File: src/rtl/cpu_fetch.sv
// Rv32H instruction fetch stage: one-word bus read per fetch strobe, done pulse to decode, bus-wait timeout fault.
// Optional misaligned-PC fault enabled by defining CPU_FETCH_ALIGN_CHECK_EN.
module cpu_fetch #(
    parameter int unsigned TIMEOUT_CYCLES    = 256,
    parameter logic [31:0] RESET_INSTRUCTION = 32'h00000013
) (
    input  logic        i_clock,
    input  logic        i_reset,
    input  logic        i_fetch,
    input  logic [31:0] i_pc,
    output logic        o_bus_request,
    output logic [31:0] o_bus_address,
    input  logic        i_bus_ready,
    input  logic [31:0] i_bus_rdata,
    output logic [31:0] o_instruction,
    output logic [31:0] o_pc,
    output logic        o_fetched,
    output logic        o_busy,
    output logic        o_fault,
    output logic        o_fault_cause
);

    localparam int unsigned CW   = $clog2(TIMEOUT_CYCLES) + 1;
    localparam int unsigned TLIM = (TIMEOUT_CYCLES == 0) ? 0 : TIMEOUT_CYCLES - 1;
    localparam logic [CW-1:0] LIMIT = CW'(TLIM);

    typedef enum logic {
        S_IDLE = 1'b0,
        S_WAIT = 1'b1
    } state_t;

    state_t        r_state, w_state_next;
    logic [CW-1:0] r_count, w_count_next;
    logic [31:0]   r_pend_pc, w_pend_pc_next;
    logic          r_bus_request, w_bus_request_next;
    logic [31:0]   r_bus_address, w_bus_address_next;
    logic [31:0]   r_instruction, w_instruction_next;
    logic [31:0]   r_pc, w_pc_next;
    logic          r_fetched, w_fetched_next;
    logic          r_fault, w_fault_next;
    logic          r_fault_cause, w_fault_cause_next;
    logic          w_misaligned;

`ifdef CPU_FETCH_ALIGN_CHECK_EN
    assign w_misaligned = (i_pc[1:0] != 2'b00);
`else
    assign w_misaligned = 1'b0;
`endif

    always_ff @(posedge i_clock) begin
        if (i_reset) begin
            r_state       <= S_IDLE;
            r_count       <= '0;
            r_pend_pc     <= '0;
            r_bus_request <= 1'b0;
            r_bus_address <= '0;
            r_instruction <= RESET_INSTRUCTION;
            r_pc          <= '0;
            r_fetched     <= 1'b0;
            r_fault       <= 1'b0;
            r_fault_cause <= 1'b0;
        end else begin
            r_state       <= w_state_next;
            r_count       <= w_count_next;
            r_pend_pc     <= w_pend_pc_next;
            r_bus_request <= w_bus_request_next;
            r_bus_address <= w_bus_address_next;
            r_instruction <= w_instruction_next;
            r_pc          <= w_pc_next;
            r_fetched     <= w_fetched_next;
            r_fault       <= w_fault_next;
            r_fault_cause <= w_fault_cause_next;
        end
    end

    always_comb begin
        w_state_next       = r_state;
        w_count_next       = r_count;
        w_pend_pc_next     = r_pend_pc;
        w_bus_request_next = r_bus_request;
        w_bus_address_next = r_bus_address;
        w_instruction_next = r_instruction;
        w_pc_next          = r_pc;
        w_fetched_next     = 1'b0;
        w_fault_next       = 1'b0;
        w_fault_cause_next = r_fault_cause;
        case (r_state)
            S_IDLE: begin
                if (i_fetch) begin
                    if (w_misaligned) begin
                        w_fault_next       = 1'b1;
                        w_fault_cause_next = 1'b1;
                    end else begin
                        w_pend_pc_next     = i_pc;
                        w_bus_address_next = {i_pc[31:2], 2'b00};
                        w_bus_request_next = 1'b1;
                        w_count_next       = '0;
                        w_state_next       = S_WAIT;
                    end
                end
            end
            S_WAIT: begin
                // A ready in the timeout cycle still completes the fetch.
                if (i_bus_ready) begin
                    w_instruction_next = i_bus_rdata;
                    w_pc_next          = r_pend_pc;
                    w_fetched_next     = 1'b1;
                    w_bus_request_next = 1'b0;
                    w_state_next       = S_IDLE;
                end else if ((TIMEOUT_CYCLES != 0) && (r_count == LIMIT)) begin
                    w_bus_request_next = 1'b0;
                    w_fault_next       = 1'b1;
                    w_fault_cause_next = 1'b0;
                    w_state_next       = S_IDLE;
                end else if (r_count != '1) begin
                    w_count_next = r_count + CW'(1);
                end
            end
            default: w_state_next = S_IDLE;
        endcase
    end

    assign o_bus_request = r_bus_request;
    assign o_bus_address = r_bus_address;
    assign o_instruction = r_instruction;
    assign o_pc          = r_pc;
    assign o_fetched     = r_fetched;
    assign o_busy        = (r_state == S_WAIT);
    assign o_fault       = r_fault;
    assign o_fault_cause = r_fault_cause;

endmodule

File: config.mk
export PLATFORM = sky130hd
export DESIGN_NAME = cpu_fetch
export DESIGN_NICKNAME = d
export VERILOG_FILES = /design/src/rtl/cpu_fetch.sv
export SDC_FILE = /design/constraint.sdc
export NUM_CORES = 1
export LEC_CHECK = 0
export BUFFER_PORTS_ARGS = -buffer_cell sky130_fd_sc_hd__buf_4
export CAP_MARGIN = 5
export CORE_ASPECT_RATIO = 1.2
export CORE_MARGIN = 5
export CORE_UTILIZATION = 30
export DETAILED_ROUTE_END_ITERATION = 12
export PLACE_DENSITY = 0.64
export SYNTH_ARGS = -nofsm -noshare
export SYNTH_HDL_FRONTEND = slang
export SYNTH_SLANG_ARGS = --single-unit
export TNS_END_PERCENT = 5
File: constraint.sdc
create_clock -name i_clock -period 3.04 [get_ports i_clock]
set_input_delay 0.304 -clock i_clock [delete_from_list [all_inputs] [get_ports i_clock]]
set_output_delay 0.304 -clock i_clock [all_outputs]
set_load 0.05 [all_outputs]
==> metrics.yaml <==
final_common_cell: "nand2_1"
clock_latency_ns: 0.34
required_ns: 3.32
p_comb_share_pct: 14.9
dp_hpwl_mm: 8.05
cts_num_sinks: 109
slowest_stage: "or4b_1"
rsz0062_at_grt: "no"
worst_pin_slew_ns: 0.701
layout_common_cells: "nand2_1, buf_4, dfxtp_1, a21oi_1"
vias_per_cell: 4.60
rows: 46
ctsResizeCount: 0
drtIter0Drc: 137
min_period_ns: 2.51
final_cells: 809
synth_warnings: 0
coreArea_um2: 13300
cts_buffers: 9
wl_per_cell_um: 14.0
finalWeightedCongestion: 0.703
slew_violations: 0
vias: 3723
drtAntennaViolNets: 0
regArea_um2: 2180
netlist_area_um2: 4090
p_leak_nw: 2.30
ctsHoldBuffers: 0
setup_viol: 0
cap_violations: 0
drc_errors: 0
fill_cells: 1391
ys_ff_latch: 109
first_pass_iters: 6
crit_type: "reg2reg"
die_h_um: 138
die-width_um: 117
final_layout_size_suffix_gt1_share_pct: 29.6
hold_path_class: "in2reg"
power_switching_w: 0.000867
nets: 707
final_hold_viol_count: 0
yosysTopAreaCell: "dfxtp_1"
avgSynthCellArea_um2: 7.88
fin_crit_sh_pct: 82.4
grt_max_degree: 60
netlist_top_cells_area: "dfxtp_1, nand2_1, a21oi_1"
clk_path_buf_depth: 2
grt_pass1_wl_mm: 17.7
synth_cells: 519
antenna_found_initial: 0
p_per_area_nw_per_um2: 573
grt_pass1_vias: 3635
postCtsSetupBuffers: 0
arrival_ns: 2.78
synth_top_area_share_pct: 53.4
place_inst: 793
relSlewSlack_pct: 53.2
path_common_cell: "ha_1"
wl_mm: 11.3
start_util_pct: 30.7
switching_share_pct: 27.4
portBuffers: 165
startpoint_type: "register"
internal_power_w: 0.00230
cts_tree: "built"
insertedDiodeCount: 0
fin_setup_tns_ns: 0
critPathMaxFanout: 17
cpPeakStageDelay_ns: 0.78
fin_skew_ns: 0.00508
io_pins: 169
grt_usage_pct: 14.0
htreeDepth: 3
ir_drop_mv: 0.279
fmax_mhz: 399
crit_chain: "ha_1 > nand3_1 > nor2_1 > ha_1 > or4b_1 > or4_1 > a21oi_1"
syn_to_final_growth_pct: 35.1
design.die.area_um2: 16100
cp-end-kind: "register"
multi_input_area_um2: 1530
status: "finished clean"
p_clk_share_pct: 37.3
clkTransAtPathRegs_ns: 0.07
p_seq_share_pct: 47.8
ctsRootBufferMaster: "clkbuf_16"
grt-ovfl-total: 0
synth_cell_types: 25
seq_area_frac_synth_pct: 53.4
## through the flow
step | utilization (%) | setup WS, ns | total power [W] | hold WS (ns) | area [µm²]
final | 41.5 | 0.534 | 0.00316 | 0.176 | 5520
after global routing | 41.5 | 0.390 | 0.00332 | 0.168 | 5520
after CTS | 41.5 | 0.542 | 0.00322 | 0.153 | 5520
after detailed placement | 39.3 | 0.567 | 0.00202 | 0.447 | 5220
after global placement | 39.3 | 0.632 | 0.00201 | 0.443 | 5220
after floorplan | - | 0.864 | 0.00187 | 0.380 | 4100
## power groups by stage
stage | sequential, W | clock (W) | combinational (W)
floorplan | 0.00162 | 0 | 0.000246
global placement | 0.00154 | 0 | 0.000472
detailed placement | 0.00154 | 0 | 0.000477
CTS | 0.00151 | 0.00123 | 0.000477
global route | 0.00152 | 0.00129 | 0.000506
finish | 0.00151 | 0.00118 | 0.000471
## synth_stat cells
master	number
a21oi_1	104
and2_1	1
and2b_1	1
buf_1	2
buf_2	1
buf_4	33
clkbuf_1	32
conb_1	1
dfxtp_1	109
ha_1	3
inv_1	3
nand2_1	196
nand2b_1	1
nand3_1	9
nand4_1	1
nor2_1	3
nor4bb_1	1
o21ai_0	1
o21ai_1	3
o31ai_1	3
or2_0	2
or3_1	3
or3b_1	2
or4_1	3
or4b_1	1
## critical path, delay by kind of cell, from the launching register on
kind	cells	cell delay, ns
and+or+nand+nor	4	1.51
adders and majority gates	2	0.45
DFF	1	0.34
AOI/OAI and AO/OA	1	0.14
## cells by family after synthesis
family                     Yosys count  synth area share [%]
adders and majority gates            3                 0.918
other                                1                0.0917
buffers and inverters               71                  9.58
DFF                                109                  53.4
and+or+nand+nor                    224                  22.3
AOI/OAI and AO/OA                  111                  13.8
## metal layers
metal  share of wire [%]  wire, µm  GRT usage [%]
met1                  41      4620           16.5
met2                  50      5660           23.7
met3                 7.4       841           3.93
met4                 1.9       218           5.99
met5                   0         0              0
## sequential cells by signal, indices dropped and copies added, names as in the netlist
| name | count |
|---|---|
| r_count | 9 |
| o_fault | 1 |
| o_fetched | 1 |
| o_bus_request | 1 |
| o_pc | 32 |
| r_pend_pc | 32 |
| o_busy | 1 |
| o_instruction | 32 |
## final timing paths
check            startpoint          endpoint  slack, ns  cells after the start
max              r_count[0]        r_count[6]       0.53                      7
min          i_bus_rdata[1]  o_instruction[1]       0.18                      3
max reg2reg      r_count[0]        r_count[6]       0.53                      7
min reg2reg        o_pc[19]          o_pc[19]       0.45                      2
## cell type report
class,instances,area share [%]
sequential,109,39.5
timing repair buffer,172,23.4
inverter,3,0.204
clock buffer,11,4.39
multi-input combinational,341,27.7
clock inverter,5,1.06
tap,168,3.81
Power figures use the tool's default switching activity.
